--- config.mk ---
export PLATFORM = sky130hd
export DESIGN_NAME = uart_rx
export DESIGN_NICKNAME = d
export VERILOG_FILES = /design/src/rtl/t3maps_uart_pkg.sv /design/src/rtl/uart_rx_sync_2ff.sv /design/src/rtl/uart_rx.sv
export SDC_FILE = /design/constraint.sdc
export NUM_CORES = 1
export LEC_CHECK = 0
export ABC_CLOCK_PERIOD_IN_PS = 2100
export CAP_MARGIN = 40
export CORE_AREA = 8 8 81 61
export DETAILED_ROUTE_END_ITERATION = 8
export DIE_AREA = 0 0 89 69
export PLACE_DENSITY = 0.75
export SLEW_MARGIN = 0
export SYNTH_ARGS = -nofsm -noshare
export SYNTH_HDL_FRONTEND = slang
export SYNTH_SLANG_ARGS = --single-unit
--- constraint.sdc ---
create_clock -name clk_100 -period 2.1 [get_ports clk_100]
set_input_delay 0.63 -clock clk_100 [delete_from_list [all_inputs] [get_ports clk_100]]
set_output_delay 0.63 -clock clk_100 [all_outputs]
set_load 0.005 [all_outputs]
--- src/rtl/t3maps_uart_pkg.sv ---
// ---------------------------------------------------------------------------
// t3maps_uart_pkg
//
// Constants and types shared by the UART receiver and the planned UART
// transmitter:
//   DEFAULT_CLKS_PER_BIT : 100 MHz clock cycles per bit at 115200 baud
//   DATA_BITS            : payload bits per 8N1 frame
//   uart_state_e         : frame state encoding
//   half_bit_max()       : counter value at which the middle of the start bit
//                          is reached
// ---------------------------------------------------------------------------
package t3maps_uart_pkg;

    localparam int DEFAULT_CLKS_PER_BIT = 868;
    localparam int MIN_CLKS_PER_BIT     = 8;
    localparam int MAX_CLKS_PER_BIT     = 65535;
    localparam int DATA_BITS            = 8;

    // Explicit encodings so that a future transmitter and any debug tooling
    // agree on the numeric state values.
    typedef enum logic [2:0] {
        ST_IDLE  = 3'd0,
        ST_START = 3'd1,
        ST_DATA  = 3'd2,
        ST_STOP  = 3'd3,
        ST_BREAK = 3'd4
    } uart_state_e;

    // The start bit is checked half a bit period after the falling edge,
    // which lines all later samples up with the middle of each bit.
    function automatic int half_bit_max(input int clks_per_bit);
        return (clks_per_bit / 2) - 1;
    endfunction

endpackage

--- src/rtl/uart_rx_sync_2ff.sv ---
// ---------------------------------------------------------------------------
// sync_2ff
//
// Two-flop synchronizer for a single asynchronous input bit.
//   clk    : destination clock
//   rst_n  : asynchronous active-low reset
//   d      : asynchronous input
//   q      : synchronized output (two clock cycles of latency)
// RESET_VAL sets the value both flops take during reset, so the output shows
// a known, harmless level until real samples have propagated through.
// ---------------------------------------------------------------------------
module sync_2ff
    import t3maps_uart_pkg::*;
#(
    parameter logic RESET_VAL = 1'b0
) (
    input  logic clk,
    input  logic rst_n,
    input  logic d,
    output logic q
);

    logic meta_q;
    logic meta_d;
    logic sync_q;
    logic sync_d;

    always_comb begin
        meta_d = d;
        sync_d = meta_q;
    end

    // The first flop may go metastable; the second gives it a full cycle
    // to resolve before anything downstream looks at the value.
    always_ff @(posedge clk or negedge rst_n) begin
        if (!rst_n) begin
            meta_q <= RESET_VAL;
            sync_q <= RESET_VAL;
        end else begin
            meta_q <= meta_d;
            sync_q <= sync_d;
        end
    end

    assign q = sync_q;

endmodule

--- src/rtl/uart_rx.sv ---
// ---------------------------------------------------------------------------
// uart_rx
//
// 8N1 UART receiver, LSB first, oversampled by the system clock.
//   clk_100      : 100 MHz system clock, rising edge
//   Reset_n      : asynchronous active-low reset
//   rx_serial    : asynchronous serial line, idle high
//   rx_byte      : last correctly framed byte, held until the next good frame
//   rx_ready     : one-cycle pulse when rx_byte has just been updated
//   rx_frame_err : one-cycle pulse when a stop bit is sampled low
//   rx_busy      : high whenever the receiver is not idle
//
// The line is resynchronized, then a frame FSM times each bit with a sample
// counter: the start bit is confirmed at its middle, and each following bit
// is sampled one full bit period later. Every output comes from a flop, so
// there is no combinational path from rx_serial to any output.
// ---------------------------------------------------------------------------
module uart_rx
    import t3maps_uart_pkg::*;
#(
    parameter int CLKS_PER_BIT = DEFAULT_CLKS_PER_BIT
) (
    input  logic       clk_100,
    input  logic       Reset_n,
    input  logic       rx_serial,
    output logic [7:0] rx_byte,
    output logic       rx_ready,
    output logic       rx_frame_err,
    output logic       rx_busy
);

    localparam int CNT_W = $clog2(CLKS_PER_BIT);
    localparam logic [CNT_W-1:0] HALF_MAX = CNT_W'(half_bit_max(CLKS_PER_BIT));
    localparam logic [CNT_W-1:0] BIT_MAX  = CNT_W'(CLKS_PER_BIT - 1);
    localparam logic [2:0]       LAST_BIT = 3'(DATA_BITS - 1);

    logic rxs;

    uart_state_e      state_q,   state_d;
    logic [CNT_W-1:0] cnt_q,     cnt_d;
    logic [2:0]       bit_cnt_q, bit_cnt_d;
    logic [7:0]       shift_q,   shift_d;
    logic [7:0]       byte_q,    byte_d;
    logic             ready_q,   ready_d;
    logic             ferr_q,    ferr_d;
    logic             busy_q,    busy_d;
    logic             armed_q,   armed_d;
    logic [1:0]       settle_q,  settle_d;

    // The synchronizer resets to 1 so the line reads as idle while the
    // real samples are still working their way through.
    sync_2ff #(
        .RESET_VAL (1'b1)
    ) u_sync (
        .clk   (clk_100),
        .rst_n (Reset_n),
        .d     (rx_serial),
        .q     (rxs)
    );

    // settle_q[1] rises once rxs carries a real sample of the line rather
    // than the synchronizer's reset value. Until then, a high rxs says
    // nothing about the line.
    always_comb begin
        settle_d = {settle_q[0], 1'b1};
    end

    // armed_q records that the line has really been seen idle (high) since
    // the last frame started or since reset. IDLE only starts a frame on a
    // low that follows such a high. This is what stops a frame that was cut
    // off by reset from being picked up again halfway through its data bits.
    always_comb begin
        armed_d = armed_q;
        if (settle_q[1] && rxs) begin
            armed_d = 1'b1;
        end
        if ((state_q == ST_IDLE) && !rxs && armed_q) begin
            armed_d = 1'b0;
        end
    end

    // Frame FSM. The sample counter returns to zero on every state change
    // and on every data-bit sample, so it never has to wrap.
    always_comb begin
        state_d   = state_q;
        cnt_d     = cnt_q;
        bit_cnt_d = bit_cnt_q;
        shift_d   = shift_q;
        byte_d    = byte_q;
        ready_d   = 1'b0;
        ferr_d    = 1'b0;

        case (state_q)
            ST_IDLE: begin
                cnt_d = '0;
                if (!rxs && armed_q) begin
                    state_d   = ST_START;
                    bit_cnt_d = '0;
                end
            end

            // A line that is high again at mid start bit was only a glitch.
            ST_START: begin
                if (cnt_q == HALF_MAX) begin
                    cnt_d   = '0;
                    state_d = rxs ? ST_IDLE : ST_DATA;
                end else begin
                    cnt_d = cnt_q + CNT_W'(1);
                end
            end

            // Shift right from the top, so the first (LSB) bit received
            // ends up in bit 0 after eight samples.
            ST_DATA: begin
                if (cnt_q == BIT_MAX) begin
                    cnt_d     = '0;
                    shift_d   = {rxs, shift_q[7:1]};
                    bit_cnt_d = bit_cnt_q + 3'd1;
                    if (bit_cnt_q == LAST_BIT) begin
                        state_d = ST_STOP;
                    end
                end else begin
                    cnt_d = cnt_q + CNT_W'(1);
                end
            end

            ST_STOP: begin
                if (cnt_q == BIT_MAX) begin
                    cnt_d = '0;
                    if (rxs) begin
                        byte_d  = shift_q;
                        ready_d = 1'b1;
                        state_d = ST_IDLE;
                    end else begin
                        ferr_d  = 1'b1;
                        state_d = ST_BREAK;
                    end
                end else begin
                    cnt_d = cnt_q + CNT_W'(1);
                end
            end

            // The line is held low (break or framing fault). Nothing is
            // accepted until the line goes idle again.
            ST_BREAK: begin
                cnt_d = '0;
                if (rxs) begin
                    state_d = ST_IDLE;
                end
            end

            default: begin
                cnt_d   = '0;
                state_d = ST_IDLE;
            end
        endcase

        busy_d = (state_d != ST_IDLE);
    end

    always_ff @(posedge clk_100 or negedge Reset_n) begin
        if (!Reset_n) begin
            state_q   <= ST_IDLE;
            cnt_q     <= '0;
            bit_cnt_q <= '0;
            shift_q   <= '0;
            byte_q    <= '0;
            ready_q   <= 1'b0;
            ferr_q    <= 1'b0;
            busy_q    <= 1'b0;
            armed_q   <= 1'b0;
            settle_q  <= '0;
        end else begin
            state_q   <= state_d;
            cnt_q     <= cnt_d;
            bit_cnt_q <= bit_cnt_d;
            shift_q   <= shift_d;
            byte_q    <= byte_d;
            ready_q   <= ready_d;
            ferr_q    <= ferr_d;
            busy_q    <= busy_d;
            armed_q   <= armed_d;
            settle_q  <= settle_d;
        end
    end

    assign rx_byte      = byte_q;
    assign rx_ready     = ready_q;
    assign rx_frame_err = ferr_q;
    assign rx_busy      = busy_q;

endmodule

* Word-level counts from Yosys, hierarchy flattened
Index checks and enable logic that the tools add are counted.
** Cells by class
- $add $sub $neg :: 2
- Multiply operators :: 0
- Divide/modulo/power cells :: 0
- $lt $le $gt $ge :: 0
- Equal/unequal tests :: 9
- Shifts and indexed selects :: 0
- Muxes and demuxes :: 23
- Bitwise operators :: 0
- Reduce and logical (&&, ||, !) cells :: 13
** Operators with widths (number)
- 3-bit 2-to-1 mux :: 9
- 10-bit 2-to-1 mux :: 2
- 10-bit case mux with 2 select lines :: 1
- 3-bit case mux with 5 select lines :: 1
- 10-bit by 1-bit adder with 10-bit output, second input constant :: 1
- 10-bit equality test, second input constant :: 1
- 10-bit by 9-bit equality test with 1-bit output, second input constant :: 1
- 1-bit 2-to-1 mux :: 8
- 3-bit by 2-bit equality test with 1-bit output, second input constant :: 2
- 3-bit equality test, second input constant :: 2
- 3-bit case mux with 2 select lines :: 1
- 3-bit AND reduction :: 2
- 1-bit logical AND :: 4
- 2-bit nonzero test :: 2
- 3-bit by 1-bit adder with 3-bit output, second input constant :: 1
- 3-bit by 1-bit equality test with 1-bit output, second input constant :: 1
- 3-bit zero test :: 1
- 3-bit nonzero test :: 1
- 2-bit 2-to-1 mux :: 1
- 2-bit by 1-bit inequality test with 1-bit output, second input constant :: 1
- 2-bit inequality test, second input constant :: 1
- 2-bit AND reduction :: 1
- 2-bit OR reduction :: 1
- 1-bit zero test :: 1
** Storage, ports and cells
- Register bits after elaboration :: 40
- Latch bits :: 0
- RAM bits :: 0
- Bits in read-only memories :: 0
- Bits of input ports :: 3
- Output and inout bits :: 11
- Word-level logic and storage cells :: 59
- Memories kept :: 0

* Depth between registers and ports, before layout
Gate-level depths: netlist (run 1).
- Word-level depth :: 5
- Mapped depth :: 6

* Modules after synthesis
A second synthesis (run 1) with hierarchy kept.
** Second synthesis, totals
- Cells, all modules :: 146
- Area total of the unflattened synthesis :: 1784.2 um^2
** By module, submodules not included
- uart_rx :: instances 1, cells an instance 144, area an instance 1731.7 um^2
- sync_2ff :: instances 1, cells an instance 2, area an instance 52.6 um^2

* Least setup slack after synthesis (run 1)
Ideal clock, no wire load.
- Path type :: register to register
- Start :: register cnt_q[1]
- End :: register busy_q, in the netlist rx_busy
- Setup time :: 0.071 ns
- Arrival time :: 1.516 ns
- Slack :: 0.513 ns
- Stages on the path, launching flop included :: 7
- Buffers on the path :: 0
- Period minus slack after synthesis :: 1.587 ns
- Path through :: dfrtp_1 inv_1 ha_1 nor4bb_1 a41oi_1 a311o_1 nand4_1
** Between the ends
- Longest elaborated chain between the ends :: 4
- Elaborated cells between the ends (all ways) :: 7
** RTL lines
- start, declared :: line uart_rx.sv:40 : logic [CNT_W-1:0] cnt_q, cnt_d;
- start signal, assigned :: line uart_rx.sv:175 : cnt_q <= cnt_d;
- 10-bit equality test or 10-bit by 9-bit equality test with 1-bit output (tied branches) :: line uart_rx.sv:115, uart_rx.sv:128, uart_rx.sv:104
- 3-bit 2-to-1 mux, on equally long branches :: line uart_rx.sv:128, uart_rx.sv:104, uart_rx.sv:115
- 3-bit case mux with 5 select lines (*) :: line uart_rx.sv:93 : case (state_q)
- 3-bit nonzero test (*) :: line uart_rx.sv:158 : busy_d = (state_d != ST_IDLE);
- net busy_d :: line uart_rx.sv:46 : logic busy_q, busy_d;
- end signal, assigned :: line uart_rx.sv:181 : busy_q <= busy_d;
- end, declared :: line uart_rx.sv:46
Mark *: on every way through the listed nets, which the timed path passes. The rest lies on a longest branch.
A chain may end at the register's enable or synchronous reset.

* Worst setup path after layout (run 1)
- Start :: register byte_q[0], in the netlist rx_byte[0]
- End :: output rx_byte[0]
** RTL lines
- start, declared :: line uart_rx.sv:43 : logic [7:0] byte_q, byte_d;
- start signal, assigned :: line uart_rx.sv:178 : byte_q <= byte_d;
- end, declared :: line uart_rx.sv:26 : output logic [7:0] rx_byte,
No word-level cell between the ends.

==> results of run 1 <==
[cell type report]
cell class              count  area (um2)
clock buffers               6       82.58
clock inverters             2       10.01
fillers                   336        1723
inverters                   4       15.01
multi-input cells          94       724.4
flip-flops and latches     40        1003
well taps                  52       65.06
repair buffers             14       132.6
[through the flow]
step / cell area, um2 / setup WS, ns
after floorplan: 1765 / 0.5129
after global placement: 1941 / 0.3503
after detailed placement: 1941 / 0.3129
after CTS: 2033 / 0.2809
after global routing: 2033 / 0.1738
final: 2033 / 0.3029
[registers in the layout, summed over array words and instances, names as in the netlist]
| signal | cells |
|---|---|
| rx_byte | 8 |
| u_sync.q | 1 |
| rx_frame_err | 1 |
| settle_q | 2 |
| shift_q | 8 |
| u_sync.meta_q | 1 |
| rx_ready | 1 |
| rx_busy | 1 |
| state_q | 3 |
| cnt_q | 10 |
| armed_q | 1 |
| bit_cnt_q | 3 |
[layout by cell type (no fill, tap or decap), types with 3 or more instances in the layout]
cell type        synthesis  final
ha_1                     4      4
and3_2                   3      3
inv_1                    4      4
nor2_1                  15     15
clkdlybuf4s50_1          0     12
mux2_2                  18     18
nor2b_1                  3      3
xnor2_1                  6      6
nor3_1                   3      3
dfrtp_1                 38     38
o21ai_0                  3      3
nand2_1                  9      9
nand3_1                  3      3
clkbuf_8                 0      6
[cells by family after synthesis]
family                     synth area share [%]
DFF                                       56.84
and+or+nand+nor                           16.72
xor gates and xnor gates                  3.969
other                                    0.2124
buffers and inverters                     2.126
adders and majority gates                 2.835
AOI/OAI and AO/OA                         4.678
muxes                                     12.61
[synthesized netlist by cell type, types with 2 or more instances]
cell,count,area share [%]
xnor2_1,6,3.0
and2b_1,2,0.85
inv_1,4,0.85
ha_1,4,2.8
and4bb_2,2,1.4
nor2b_1,3,1.1
nand3_1,3,0.85
dfrtp_1,38,54
nor2_1,15,3.2
mux2_2,18,11
nand3_4,2,2.0
xor2_1,2,0.99
nand2_1,9,1.9
and3_2,3,1.3
o21ai_0,3,0.85
nand4_1,2,0.71
nor3_1,3,0.85
mux2i_1,2,1.1
dfstp_2,2,3.0
[power by group]
group,leakage [uW],internal (uW),switching (uW)
Clock,0.0000510,262,255
Combinational,0.000382,90.3,105
Sequential,0.000518,841,88.9
Total,0.000951,1190,449
[how the worst max path moves through the flow]
| stage | from | endpoint | slack [ns] | cells after the start |
|---|---|---|---|---|
| 6_report | rx_byte[0] | rx_byte[0] | 0.30 | 1 |
| 3_3_place_gp | cnt_q[2] | shift_q[6] | 0.35 | 4 |
| 2_1_floorplan | cnt_q[1] | rx_busy | 0.51 | 6 |
| 4_1_cts | rx_byte[0] | rx_byte[0] | 0.28 | 1 |
| 3_5_place_dp | cnt_q[2] | shift_q[5] | 0.31 | 4 |
| 5_1_grt | cnt_q[1] | rx_busy | 0.17 | 6 |
[routing by layer]
| metal | vias up | share of wire, % | track usage [%] | wire [um] |
|---|---|---|---|---|
| li1 | 527 | - | - | - |
| met4 | 0 | 2.8 | 7.169 | 85 |
| met5 | - | 0 | 0 | 0 |
| met3 | 7 | 2.4 | 2.840 | 73 |
| met1 | 530 | 47 | 14.86 | 1434 |
| met2 | 11 | 47 | 17.57 | 1436 |
==> results by group, run 1 <==
Place
  • Gpl congestion: 0.8175
  • DPL Wire Length: 2210 um
  • Buffers on Ports: 13
  • Post-Place Cells: 204

Synthesis
  • Yosys warns: 0
  • Mapped Area: 1765 um2
  • Post-Synthesis Cells: 141
  • Async SR Flop Fraction: 100.0%
  • Post-synth EDFFs: 0
  • Syn_nets: 148
  • Sequential fraction of the synthesis area: 56.84%
  • Yosys reg bits: 40
  • Most used DFF post-synth: dfrtp_1
  • Syn_area_per_cell: 12.52 um2
  • Yosys cell types: 37

Timing
  • Worst hold slack: 0.3338 ns
  • Final-report hold violation count: 0
  • Count of pins over their slew limit: 0
  • Maximum clock rate: 556.5 MHz
  • RSZ-0062 raised after global routing: false
  • Worst-margin pin slew: 0.5823 ns
  • Worst Skew: 0.005252 ns
  • Setup TNS Final: 0 ns
  • Headroom to the max-slew limit: 61.18%
  • Final setup violation count: 0
  • Final Cycle Share: 85.58%
  • Crit path time final: 1.797 ns

CTS
  • CTS Buffer Depth: 2
  • Worst-Skew Late Latency: 0.29 ns
  • Post-CTS Setup Inserts: 0
  • Num CTS Buffers: 5
  • Clock sinks: 40
  • H-tree depth: 2
  • TritonCTS clock tree: done
  • CTS clk-pin slew, worst paths: 0.07 ns
  • Clock Tree Root: clkbuf_8
  • # resized after CTS: 0
  • Hold-fix buffers, CTS: 0

Global routing
  • GRT Total Usage: 11.78%
  • Vias in the first global route: 1,150
  • Initial antenna violation count: 0
  • Gr ovfl total: 0
  • Largest net degree at the start of global routing: 28
  • First-pass GRT wire length: 5547 um

Layout
  • Fraction of final layout cells sized beyond drive strength 1: 24.38%
  • Synth-to-layout area growth: 15.17%
  • Final core utilization: 54.13%
  • Antenna diodes: 0
  • Final nets: 166
  • Layout Cells excl Fill: 212

Worst setup path
  • R2R Setup Slk: 0.31 ns
  • Top delay family on crit path: buffers and inverters
  • Largest stage delay, worst path: 0.51 ns
  • Crit Path Class: flip-flop to output pin
  • Critical Path Source Type: flip-flop
  • RR Endpoint: shift_q[5]
  • Cells along the critical path: clkdlybuf4s50_1
  • Critical path required time: 1.47 ns
  • Worst reg2reg startpoint: cnt_q[2]
  • Critical path arrival: 1.17 ns
  • Worst setup EP type: output pin
  • Cell depth of the worst flop-to-flop path: 4
  • CP bufs+invs: 1
  • Max FO, Critical Path: 2
  • Crit-path slowest cell: clkdlybuf4s50_1

Detailed routing
  • DRT Pass-1 Iters: 4
  • Total routed wirelength: 3028 um
  • Via count: 1,075
  • WL/cell: 14.28 um
  • Drt first-iter violations: 34
  • Via-per-instance ratio: 5.071
  • Antenna Nets Post-Route: 0
  • DRC: 0

Floorplan
  • Rows: 19
  • Die Ht: 69 um
  • Die Footprint: 6141 um2
  • Die span in x: 89 um
  • Area of the core: 3756 um2
  • IO Count: 14
  • Starting Density: 47.00%

Run
  • Max_cap viols: 0

Pwr
  • VDD IR max: 0.3687 mV
  • Power consumption: 1643 uW
  • Power per standard cell area: 807.9 nW/um2
  • Static Leak: 0.0009515 uW

Status
  • Status: finished, final reports clean

Min path
  • Hold crit path type: input port to asynchronous set/reset pin
Power figures use the tool's default switching activity.
==> run 2, diff against run 1 <==
--- a/config.mk
+++ b/config.mk
@@ -10,8 +10,8 @@
 export CORE_AREA = 8 8 81 61
 export DETAILED_ROUTE_END_ITERATION = 8
 export DIE_AREA = 0 0 89 69
+export HOLD_SLACK_MARGIN = 0.15
 export PLACE_DENSITY = 0.75
-export SLEW_MARGIN = 0
 export SYNTH_ARGS = -nofsm -noshare
 export SYNTH_HDL_FRONTEND = slang
 export SYNTH_SLANG_ARGS = --single-unit
==> results of run 2 <==
Final layout, timing and power as in run 1 (identical DEF).
==> run 3, diff against run 2 <==
--- a/config.mk
+++ b/config.mk
@@ -5,7 +5,7 @@
 export SDC_FILE = /design/constraint.sdc
 export NUM_CORES = 1
 export LEC_CHECK = 0
-export ABC_CLOCK_PERIOD_IN_PS = 2100
+export ABC_CLOCK_PERIOD_IN_PS = 2000
 export CAP_MARGIN = 40
 export CORE_AREA = 8 8 81 61
 export DETAILED_ROUTE_END_ITERATION = 8
==> constraint.sdc (replaced) <==
create_clock -name clk_100 -period 2 [get_ports clk_100]
set_input_delay 0.4 -clock clk_100 [delete_from_list [all_inputs] [get_ports clk_100]]
set_output_delay 0.4 -clock clk_100 [all_outputs]
set_load 0.005 [all_outputs]
==> run 3 against run 2 <==
Sequential share of layout area decreased by 0.061 points. First-iteration DRC count increased by 130%. Utilization increased by 0.067 points. Global-route usage decreased by 1.6 points. Setup slack got worse by 0.070 ns. Register-to-register slack got worse by 0.08 ns. Clock skew increased by 0.0056 ns. Clock-buffer cell count decreased by 1. Critical path depth increased by 5. Wire length decreased by 6.8%. Combinational power about the same. Critical path type is now flip-flop to flip-flop. Largest power group unchanged. Highest routed layer unchanged.
==> results by group, run 3 (synthesized netlist as in run 1, its figures left out) <==
Status
  • Status: finished, final reports clean

Timing
  • Maximum clock rate: 566.1 MHz
  • Headroom to the max-slew limit: 67.05%
  • Final Cycle Share: 88.33%
  • Crit path time final: 1.767 ns
  • Worst-margin pin slew: 0.4877 ns
  • RSZ-0062 raised after global routing: false
  • Setup TNS Final: 0 ns
  • Final setup violation count: 0
  • Count of pins over their slew limit: 0
  • Worst hold slack: 0.1468 ns
  • Final-report hold violation count: 0
  • Worst Skew: 0.01089 ns

Run
  • Max_cap viols: 0

Global routing
  • GR peak layer: met2
  • GR Layer Usage met1: 12.79%
  • GRT Total Usage: 10.15%
  • Met2 Use GR: 14.70%
  • Initial antenna violation count: 0
  • Gr ovfl total: 0
  • First-pass GRT wire length: 4926 um
  • Met3 Use GR: 3.195%
  • Largest net degree at the start of global routing: 41
  • Vias in the first global route: 1,108

Worst setup path
  • Max FO, Critical Path: 4
  • Worst Setup SP: cnt_q[1]
  • Critical Path Source Type: flip-flop
  • Crit Path Class: flip-flop to flip-flop
  • Critical path arrival: 1.98 ns
  • Worst reg2reg startpoint: cnt_q[1]
  • Crit-path slowest cell: nor4bb_1
  • Cells along the critical path: inv_1 > ha_1 > nor4bb_1 > a41oi_1 > a311o_1 > nand4_1
  • CP bufs+invs: 1
  • Top delay family on crit path: simple AND/OR/NAND/NOR gates
  • Worst setup EP type: flip-flop
  • Largest stage delay, worst path: 0.47 ns
  • Critical path required time: 2.22 ns

Layout
  • Post-route cell area: 2036 um2
  • Most frequent cells in the layout: dfrtp_1 (38), mux2_2 (18), nor2_1 (15), clkdlybuf4s50_1 (12), nand2_1 (9)
  • Fill count: 340
  • Final core utilization: 54.20%
  • Antenna diodes: 0
  • Largest register FFs: 10
  • Synth-to-layout area growth: 15.31%
  • Fraction of final layout cells sized beyond drive strength 1: 24.84%
  • Reg with most FFs: cnt_q
  • Most common cell after layout, fill and taps aside: dfrtp_1
  • Final nets: 167

Detailed routing
  • Total routed wirelength: 2823 um
  • DRT Pass-1 Iters: 4
  • Antenna Nets Post-Route: 0
  • WL/cell: 13.25 um
  • DRC: 0
  • Drt first-iter violations: 78
  • Via-per-instance ratio: 5.136
  • Via count: 1,094

Floorplan
  • Die span in x: 89 um
  • Starting Density: 47.00%
  • Die Footprint: 6141 um2
  • Rows: 19
  • IO Count: 14
  • Area of the core: 3756 um2
  • Die Ht: 69 um

CTS
  • CTS Buffer Depth: 2
  • Worst-Skew Late Latency: 0.29 ns
  • Clock sinks: 40
  • Post-CTS Setup Inserts: 0
  • H-tree depth: 2
  • Num CTS Buffers: 5
  • # resized after CTS: 0
  • TritonCTS clock tree: done
  • Clock Tree Root: clkbuf_8
  • Hold-fix buffers, CTS: 0
  • CTS clk-pin slew, worst paths: 0.08 ns

Place
  • DPL Wire Length: 2038 um
  • Gpl congestion: 0.7923
  • Buffers on Ports: 13
  • Placed cell area: 1948 um2

Pwr
  • Power per standard cell area: 828.0 nW/um2
  • Static Leak: 0.0009538 uW
  • VDD IR max: 0.4763 mV

Min path
  • Hold crit path type: input port to asynchronous set/reset pin
[run 3: final timing paths]
kind	endpoint	cells after the start	slack, ns
hold reg to reg	u_sync.q	0	0.35
setup / recovery	rx_busy	6	0.23
setup reg to reg	rx_busy	6	0.23
hold / removal	bit_cnt_q[1]	2	0.15
max in group asynchronous	u_sync.meta_q	2	1.50
min in group clk_100	u_sync.q	0	0.35
[run 3: layout make-up]
cell class              count  area [um2]  share of cell area [%]
multi-input cells          94       724.4                   35.59
repair buffers             15       140.1                   6.884
well taps                  52       65.06                   3.196
clock inverters             3       18.77                  0.9219
flip-flops and latches     40        1003                   49.29
clock buffers               5       68.82                   3.380
inverters                   4       15.01                  0.7376
[run 3: power breakdown]
group          total, uW  internal [uW]  switching [uW]
Clock                512            243             269
Combinational        199           94.7             105
Sequential           975            883            91.5
[run 3: stage by stage]
stage / worst slack, ns / total power [uW] / instances
CTS: 0.2394 / 1706 / 213
global placement: 0.2664 / 1181 / 205
floorplan: 0.4129 / 1123 / 141
global route: 0.1081 / 1789 / 213
finish: 0.2334 / 1686 / 213
detailed placement: 0.2448 / 1190 / 205
[run 3: routing by layer]
layer / up-vias / share of wire, %
met1: 543 / 49
met5: - / 0
met4: 0 / 1.7
met3: 4 / 3.6
li1: 529 / -
met2: 18 / 46
